==> src/rtl/uart_result_tx.sv <==
// Result-byte UART transmitter: FIFO_DEPTH-entry byte FIFO feeding an 8N1 serialiser, or 8E1 when UART_TX_PARITY_EN is defined.
// Pops one edge after a byte lands in an empty FIFO; tx_ready drops while the FIFO is full.
module uart_result_tx #(
  parameter int CLKS_PER_BIT = 868,
  parameter int FIFO_DEPTH   = 4
) (
  input  logic       clk,
  input  logic       rst_n,
  input  logic [7:0] tx_data,
  input  logic       tx_valid,
  output logic       tx_ready,
  output logic       uart_txd,
  output logic       busy
);

  localparam int PTR_W  = $clog2(FIFO_DEPTH);
  localparam int CNT_W  = PTR_W + 1;
  localparam int BAUD_W = 16;
  localparam logic [BAUD_W-1:0] BAUD_LAST = BAUD_W'(CLKS_PER_BIT - 1);
  localparam logic [CNT_W-1:0]  FULL_CNT  = CNT_W'(FIFO_DEPTH);

`ifdef UART_TX_PARITY_EN
  typedef enum logic [2:0] {IDLE, START, DATA, PARITY, STOP} state_t;
`else
  typedef enum logic [2:0] {IDLE, START, DATA, STOP} state_t;
`endif

  state_t            state_q, state_d;
  logic [PTR_W-1:0]  wr_ptr_q, wr_ptr_d;
  logic [PTR_W-1:0]  rd_ptr_q, rd_ptr_d;
  logic [CNT_W-1:0]  count_q, count_d;
  logic [BAUD_W-1:0] baud_q, baud_d;
  logic [2:0]        bit_idx_q, bit_idx_d;
  logic [7:0]        shift_q, shift_d;
  logic              txd_q, txd_d;
  logic              rdy_en_q;
  logic [7:0]        mem_q [FIFO_DEPTH];
`ifdef UART_TX_PARITY_EN
  logic              parity_q, parity_d;
`endif

  logic push, pop, baud_end;

  // rdy_en_q holds tx_ready low through reset and releases it on the first edge after.
  assign tx_ready = rdy_en_q && (count_q != FULL_CNT);
  assign busy     = (state_q != IDLE) || (count_q != '0);
  assign uart_txd = txd_q;

  always_comb begin
    push      = tx_valid && tx_ready;
    pop       = 1'b0;
    baud_end  = (baud_q == BAUD_LAST);
    state_d   = state_q;
    wr_ptr_d  = wr_ptr_q;
    rd_ptr_d  = rd_ptr_q;
    bit_idx_d = bit_idx_q;
    shift_d   = shift_q;
    txd_d     = txd_q;
    baud_d    = baud_end ? '0 : baud_q + 1'b1;
`ifdef UART_TX_PARITY_EN
    parity_d  = parity_q;
`endif

    case (state_q)
      IDLE: begin
        baud_d = '0;
        txd_d  = 1'b1;
        if (count_q != '0) pop = 1'b1;
      end
      START: begin
        if (baud_end) begin
          state_d   = DATA;
          bit_idx_d = '0;
          txd_d     = shift_q[0];
        end
      end
      DATA: begin
        if (baud_end) begin
          if (bit_idx_q == 3'd7) begin
`ifdef UART_TX_PARITY_EN
            state_d = PARITY;
            txd_d   = parity_q;
`else
            state_d = STOP;
            txd_d   = 1'b1;
`endif
          end else begin
            bit_idx_d = bit_idx_q + 3'd1;
            shift_d   = shift_q >> 1;
            txd_d     = shift_q[1];
          end
        end
      end
`ifdef UART_TX_PARITY_EN
      PARITY: begin
        if (baud_end) begin
          state_d = STOP;
          txd_d   = 1'b1;
        end
      end
`endif
      STOP: begin
        // Chaining straight into the next START keeps back-to-back frames gap-free.
        if (baud_end) begin
          if (count_q != '0) begin
            pop = 1'b1;
          end else begin
            state_d = IDLE;
          end
        end
      end
      default: begin
        state_d = IDLE;
        txd_d   = 1'b1;
      end
    endcase

    if (pop) begin
      state_d   = START;
      shift_d   = mem_q[rd_ptr_q];
      txd_d     = 1'b0;
      baud_d    = '0;
      bit_idx_d = '0;
      rd_ptr_d  = rd_ptr_q + 1'b1;
`ifdef UART_TX_PARITY_EN
      parity_d  = ^mem_q[rd_ptr_q];
`endif
    end

    if (push) wr_ptr_d = wr_ptr_q + 1'b1;

    case ({push, pop})
      2'b10:   count_d = count_q + 1'b1;
      2'b01:   count_d = count_q - 1'b1;
      default: count_d = count_q;
    endcase
  end

  always_ff @(posedge clk) begin
    if (push) mem_q[wr_ptr_q] <= tx_data;
  end

  always_ff @(posedge clk or negedge rst_n) begin
    if (!rst_n) begin
      state_q   <= IDLE;
      wr_ptr_q  <= '0;
      rd_ptr_q  <= '0;
      count_q   <= '0;
      baud_q    <= '0;
      bit_idx_q <= '0;
      shift_q   <= '0;
      txd_q     <= 1'b1;
      rdy_en_q  <= 1'b0;
`ifdef UART_TX_PARITY_EN
      parity_q  <= 1'b0;
`endif
    end else begin
      state_q   <= state_d;
      wr_ptr_q  <= wr_ptr_d;
      rd_ptr_q  <= rd_ptr_d;
      count_q   <= count_d;
      baud_q    <= baud_d;
      bit_idx_q <= bit_idx_d;
      shift_q   <= shift_d;
      txd_q     <= txd_d;
      rdy_en_q  <= 1'b1;
`ifdef UART_TX_PARITY_EN
      parity_q  <= parity_d;
`endif
    end
  end

endmodule

==> config.mk <==
export PLATFORM = sky130hd
export DESIGN_NAME = uart_result_tx
export DESIGN_NICKNAME = d
export VERILOG_FILES = /design/src/rtl/uart_result_tx.sv
export SDC_FILE = /design/constraint.sdc
export NUM_CORES = 1
export LEC_CHECK = 0
export ABC_AREA = 0
export CORE_UTILIZATION = 45
export DETAILED_ROUTE_END_ITERATION = 8
export PLACE_DENSITY = 0.73
export SLEW_MARGIN = 20
export SYNTH_ARGS = -nofsm -noshare
export SYNTH_HDL_FRONTEND = slang
export SYNTH_SLANG_ARGS = --single-unit
==> constraint.sdc <==
create_clock -name clk -period 4.51 [get_ports clk]
set_clock_uncertainty 0.05 [all_clocks]
set_input_delay 0.451 -clock clk [delete_from_list [all_inputs] [get_ports clk]]
set_output_delay 0.451 -clock clk [all_outputs]
set_load 0.02 [all_outputs]
# --- Word level (Yosys, flattened, before mapping) ---
# Memory sizes are Yosys's and may differ from the RTL's.
# Cells that the tools add are included.
# W data, S select, Z words.
op_classes:
  mux: 30
  n_addsub: 6
  reduce_logical: 14
  eq_ne: 17
op_table:
  columns: ["op", "n"]
  rows:
  - ["$mux W16", 3]
  - ["$mux W8", 4]
  - ["$mux W3", 10]
  - ["$ne A3 B3 Y1 const B", 7]
  - ["$add A16 B1 Y16 const B", 1]
  - ["$eq A16 B10 Y1 const B", 1]
  - ["$pmux W3 S2", 2]
  - ["$pmux W3 S4", 1]
  - ["$reduce_bool A3 Y1", 3]
  - ["$mux W1", 8]
  - ["$add A3 B1 Y3 const B", 2]
  - ["$eq A3 B2 Y1 const B", 2]
  - ["$ne A2 B2 Y1 const B", 3]
  - ["$reduce_and A3 Y1", 2]
  - ["$reduce_and A6 Y1", 1]
  - ["$reduce_bool A2 Y1", 3]
  - ["$add A2 B1 Y2 const B", 2]
  - ["$reduce_and A4 Y1", 1]
  - ["$eq A3 B1 Y1 const B", 1]
  - ["$eq A3 B3 Y1 const B", 1]
  - ["$logic_not A3 Y1", 1]
  - ["$pmux W1 S3", 1]
  - ["$sub A3 B1 Y3 const B", 1]
  - ["$eq A2 B1 Y1 const B", 1]
  - ["other kinds (4)", 5]
totals:
  elab_cells: 77
  register_bits: 39
  ram_bits: 32
  mem_count: 1
memory_table:
  columns: ["memory", "words", "word_bits", "rd", "rd_ports_with_merged_regs", "wr", "line_no", "source"]
  rows:
  - ["mem_q", 4, 8, 1, 0, 1, "37", "logic [7:0] mem_q [FIFO_DEPTH];"]

# --- Logic depth before layout (Yosys ltp) ---
# Gate-level depths: netlist of the first run.
logic_depth:
  depth_word: 6
  depth_mapped: 12
  mapped_depth_nobuf: 12

# --- Worst setup path before layout of the first run ---
# OpenSTA, ideal clock, no wires.
synth_path:
  path_kind: "reg2reg"
  from: "register baud_q[0]"
  to: "register count_q[2]"
  path_stages_with_launch: 12
  path_buffers: 0
  t_arrival_ps: 2323
  period_less_slack_ps: 2453
  required_ps: 4381
  slack_ps: 2057
  cell_sequence: "dfrtp_1 > ha_1 > nor4b_4 > and4_2 > a31oi_4 > inv_1 > ha_1 > inv_1 > fa_1 > xor2_1 > nor2_1 > xor2_1"
synth_via:
  elab_chain_len: 5
  word_cells_on_any_way: 7
synth_lines:
  columns: ["element", "line_no", "source"]
  rows:
  - ["start, declared", "32", "logic [BAUD_W-1:0] baud_q, baud_d;"]
  - ["start signal, assigned", "162", "baud_q <= baud_d;"]
  - ["$eq A16 B10 Y1 (*)", "52", "baud_end = (baud_q == BAUD_LAST);"]
  - ["$mux W1 (*)", "104", "if (baud_end) begin"]
  - ["$pmux W1 S2 (*)", "64", "case (state_q)"]
  - ["$eq A2 B1 Y1 / $eq A2 B2 Y1 (equally long branches)", "132", "case ({push, pop})"]
  - ["$pmux W3 S2 / $reduce_bool A2 Y1 (equally long branches)", null, null]
  - ["end signal, assigned", "161", "count_q <= count_d;"]
  - ["end, declared", "31", "logic [CNT_W-1:0] count_q, count_d;"]
# Mark *: on every way between the ends. The rest lies on a longest branch, timed or not.
# A chain may end at the register's enable or synchronous reset.

# --- Worst setup path after layout of the first run ---
# Same ends and word-level chain as after synthesis.

==> results.ini, run 1 <==
[run_status]
status=finished, final reports clean

[logic_synthesis]
syn_area_per_cell_sq_um=13.3
yosysTopAreaCellShare_pct=29.7
synth_seq_area_share_pct=59.1
synth.distinct_cells=46
syn_nets=267
synthesis.area_sq_um=3230
yosysWarnings=0
ys_seq_elements=70
yosysTopAreaCell=edfxtp_1
ys_async_sr_fraction_pct=54.3
synth_top_flop_cell=dfrtp_1
synth_edf_count=32
syn_inst=243
synthTopCellsByArea=edfxtp_1, dfrtp_1, mux4_2

[clock_network]
cts_buffers=9
ctsHoldBuffers=0
htree_levels=3
post_cts_resized=0
path_clk_slew_ps=80
clkLatencyLatePin_ps=350
clock_path_buffers=2
postCtsSetupBuffers=0
cts_sinks=70
cts_tree=done
cts_root_buf=clkbuf_8

[drt]
drc=0
firstDrtPassIters=4
antenna_left=0
routed_wl_microns=5200
via_per_inst=5.09
via_count=1841
drt_iter0_markers=64
wl_per_cell_microns=14.4

[timing]
finalHoldViolCount=0
fmax_ghz=0.361
drv_slew=0
period_needed_ps=2770
slew_headroom_pct=41.7
period_share_pct=61.4
rsz0062_at_grt=no
fin_setup_tns_ps=0
tightest_slew_ps=861
setup_viol=0

[die]
die_w_microns=86.8
die_h_microns=86.8
rows=30
ios=14
initial_utilization_pct=47.1
die_area_sq_um=7530
coreArea_sq_um=6870

[setup_path]
required_ps=4730
path_class=reg2reg
end_kind=flop
path_max_fanout=13
worst_setup_path_start_kind=flop
critPathArrivalTime_ps=2990

[power]
leakage_nw=1.46
p_per_area_nw_per_um2=370
vdd_drop_max_uv=228

[grt]
grt_pass1_wl_microns=9100
grt_max_degree=39
grt_pass1_vias=1931
overflow=0
antenna_found_initial=0
grtUsageTotal_pct=16.2

[final_layout]
final-instance-count-excl-fill=362
area.growth.synth_to_final_pct=12.3
antenna_cells=0
fillers=582
mostFrequentLayoutCells=dfrtp_1, edfxtp_1, nor2_1
seqCellArea_sq_um=1910
drive_gt1_share_pct=14.7
final_common_cell=dfrtp_1
post-route-util_pct=52.9
final_area_sq_um=3630
multiInputGateArea_sq_um=1240
final_nets=285

[placement]
place_inst=346
placed_cell_area_sq_um=3450
dp_hpwl_microns=3690
portBuffers=13
gp_congestion=0.765

[run]
cap_violations=0

[min_path]
hp-class=in2async

## critical path, stage by stage, from the launching register on
cell and delay [ps]:
dfrtp_1 380, ha_1 220, nor4b_4 240, and4_2 340
a31oi_4 210, inv_1 220, ha_1 210, inv_1 60
fa_1 370, xor2_1 150, nor2_1 110, xor2_1 150
## final cells by class
class	instances	share of cell area (%)
flip-flops and latches	70	52.7
multi-input cells	154	34.3
repair buffers	13	3.45
clock buffers	9	3.41
well taps	96	3.31
clock inverters	7	1.52
inverters	13	1.34
## cell families after synthesis
group                      Yosys count  synth area share (%)
buffers and inverters               19                  2.36
muxes                               10                  6.19
and+or+nand+nor                     78                  13.7
xor gates and xnor gates            19                  5.15
AOI/OAI and AO/OA                   33                  8.05
DFF                                 70                  59.1
other                                1                 0.116
adders and majority gates           13                  5.26
## through the flow
step	hold slack [ps]	total power (W)	setup slack [ps]
floorplan	105	0.000851	2060
global placement	404	0.000899	1820
detailed placement	423	0.000908	1730
CTS	165	0.00137	1710
global route	207	0.00142	1530
finish	144	0.00134	1740
## power breakdown
group | switching [W] | internal (W)
Combinational | 0.0000823 | 0.0000582
Sequential | 0.0000274 | 0.000723
Clock | 0.000248 | 0.000205
Total | 0.000358 | 0.000986
## sequential cells by signal, summed over array words and instances, names as in the netlist
signal     count
baud_q        16
bit_idx_q      3
count_q        3
mem_q         32
rd_ptr_q       2
rdy_en_q       1
shift_q        8
state_q        2
uart_txd       1
wr_ptr_q       2
## synth_stat cells, types with 2 or more instances
cell type and number:
dfrtp_1 37, edfxtp_1 32, nor2_1 23, nand2_1 14, inv_1 13, ha_1 12, xnor2_1 11, and3_1 10
mux4_2 8, xor2_1 8, o21a_1 7, o22a_1 7, a21oi_1 6, o21ai_0 6, nand2b_1 5, nand3_1 4
nand4_1 4, clkbuf_1 3, a31oi_4 2, and2_1 2, mux2i_1 2, nor3_1 2, or3_1 2
## final timing paths
path | cells past startpoint | endpoint | slack (ps) | from
worst max register to register | 11 | count_q[2] | 1740 | baud_q[0]
worst min-delay path | 1 | baud_q[9] | 140 | rst_n
min in group clk | 2 | uart_txd | 430 | uart_txd
max in group asynchronous | 1 | count_q[1] | 3730 | rst_n
worst max-delay path | 11 | count_q[2] | 1740 | baud_q[0]
worst min register to register | 2 | uart_txd | 430 | uart_txd
## layer usage
| metal | track usage [%] | vias to the layer above | part of all wire [%] |
|---|---|---|---|
| met5 | 0 | - | 0 |
| met4 | 6.36 | 0 | 1.5 |
| met3 | 5.14 | 9 | 3.2 |
| met2 | 26.0 | 25 | 49 |
| met1 | 20.6 | 896 | 46 |
| li1 | - | 911 | - |
No activity file was read; power rests on OpenSTA's default activity.
==> run 2, diff against run 1 <==
==> constraint.sdc (replaced) <==
create_clock -name clk -period 2.9 [get_ports clk]
set_clock_uncertainty 0.05 [all_clocks]
set_input_delay 0.29 -clock clk [delete_from_list [all_inputs] [get_ports clk]]
set_output_delay 0.29 -clock clk [all_outputs]
set_load 0.02 [all_outputs]
==> results.ini, run 2 (same netlist as run 1, synthesis figures left out) <==
[setup_path]
reg2reg_depth=11
r2r_start=baud_q[0]
end_kind=flop
worst_setup_path_start_kind=flop
cp-endpoint=count_q[2]
required_ps=3140
rr_endpoint=count_q[2]
path_max_fanout=6
startpoint=baud_q[0]
critPathArrivalTime_ps=2830
path_class=reg2reg
reg2reg_setup_slack_ps=310

[power]
leakage_nw=1.47
total_power_w=0.00217
p_switching_w=0.000552
p_per_area_nw_per_um2=592
pwr-share-clk_pct=35.8
seq_power_share_pct=53.8
vdd_drop_max_uv=368
p_comb_share_pct=10.4
p_sw_share_pct=25.4
p_int_w=0.00162

[final_layout]
largest_register_ff_count=32
area.growth.synth_to_final_pct=13.3
mostFrequentLayoutCells=dfrtp_1, edfxtp_1, nor2_1
antenna_cells=0
final_nets=287
final-instance-count-excl-fill=364
top_register=mem_q
post-route-util_pct=53.4
drive_gt1_share_pct=15.3
top_regs=mem_q (32), baud_q (16), shift_q (8)
fillers=581
final_common_cell=dfrtp_1

[die]
die_h_microns=86.8
die_w_microns=86.8
coreArea_sq_um=6870
rows=30
ios=14
initial_utilization_pct=47.1
die_area_sq_um=7530

[drt]
antenna_left=0
drt_iter0_markers=56
drc=0
firstDrtPassIters=4
wl_per_cell_microns=14.7
via_per_inst=5.24
routed_wl_microns=5360
via_count=1906

[placement]
dp_hpwl_microns=3720
place_inst=348
gp_congestion=0.788
portBuffers=13

[clock_network]
htree_levels=3
path_clk_slew_ps=80
ctsHoldBuffers=0
clock_path_buffers=2
cts_buffers=9
clkLatencyLatePin_ps=360
cts_sinks=70
cts_root_buf=clkbuf_8
cts_tree=done

[grt]
grt_pass1_wl_microns=9160
grt_max_degree=39
antenna_found_initial=0
grt_pass1_vias=1880
overflow=0
grtUsageTotal_pct=16.6

[timing]
drv_slew=0
tightest_slew_ps=841
period_needed_ps=2590
fin_setup_tns_ps=0
hold_ws_ps=-11.9
setup_viol=0
fmax_ghz=0.386
period_share_pct=89.4
rsz0062_at_grt=no
finalHoldViolCount=28
slew_headroom_pct=44.0

[run_status]
violations=hold timing
status=complete, but fails checks

[min_path]
hp-class=in2async

[run]
cap_violations=0

run 2: cell type report:
cell class	instances	area [sq um]	area share [%]
Timing Repair Buffer	15	140	3.82
Tap cell	96	120	3.28
Sequential cell	70	1910	52.2
Clock buffer	10	128	3.48
Clock inverter	6	70.1	1.91
Inverter	13	48.8	1.33
Multi-Input combinational cell	154	1240	34.0
run 2: repair_timing:
item	4_1_cts	5_1_grt
setup endpoints to repair	0	1
setup buffers	0	0
hold endpoints to repair	0	0
gates resized for setup	0	1
run 2: through the flow:
| step | area (sq um) | setup WS (ps) |
|---|---|---|
| 3_5_place_dp | 3470 | 221 |
| 2_1_floorplan | 3230 | 447 |
| 6_report | 3660 | 307 |
| 4_1_cts | 3660 | 206 |
| 3_3_place_gp | 3470 | 354 |
| 5_1_grt | 3660 | 94.7 |
run 2: worst min path at each step:
stage          start    endpoint  cells after the start
3_3_place_gp   rst_n   baud_q[8]                      1
5_1_grt        rst_n  shift_q[6]                      1
2_1_floorplan  rst_n   baud_q[0]                      0
4_1_cts        rst_n   baud_q[8]                      1
3_5_place_dp   rst_n   baud_q[8]                      1
6_report       rst_n   baud_q[9]                      1
run 2: worst max-delay path, cell delays in order (launching register included):
cell     delay, ps
dfrtp_1        370
ha_1           220
nor4b_4        240
and4_2         340
a31oi_4        100
inv_2          130
ha_1           200
inv_1           60
fa_1           390
xor2_1         160
nor2_1         110
xor2_1         150
run 2: routing by layer:
layer	share of wire, %	vias to the layer above	GRT usage (%)
met2	49	26	26.3
li1	-	918	-
met5	0	-	0
met1	46	954	20.8
met4	1.7	0	8.03
met3	2.9	8	4.86
run 2: power by group through the flow:
stage / clock (W) / sequential, W / combinational, W
after floorplan: 0 / 0.00118 / 0.000147
after global placement: 0 / 0.00119 / 0.000212
after detailed placement: 0 / 0.00119 / 0.000234
after CTS: 0.000799 / 0.00117 / 0.000233
after global routing: 0.000832 / 0.00118 / 0.000257
final: 0.000778 / 0.00117 / 0.000225
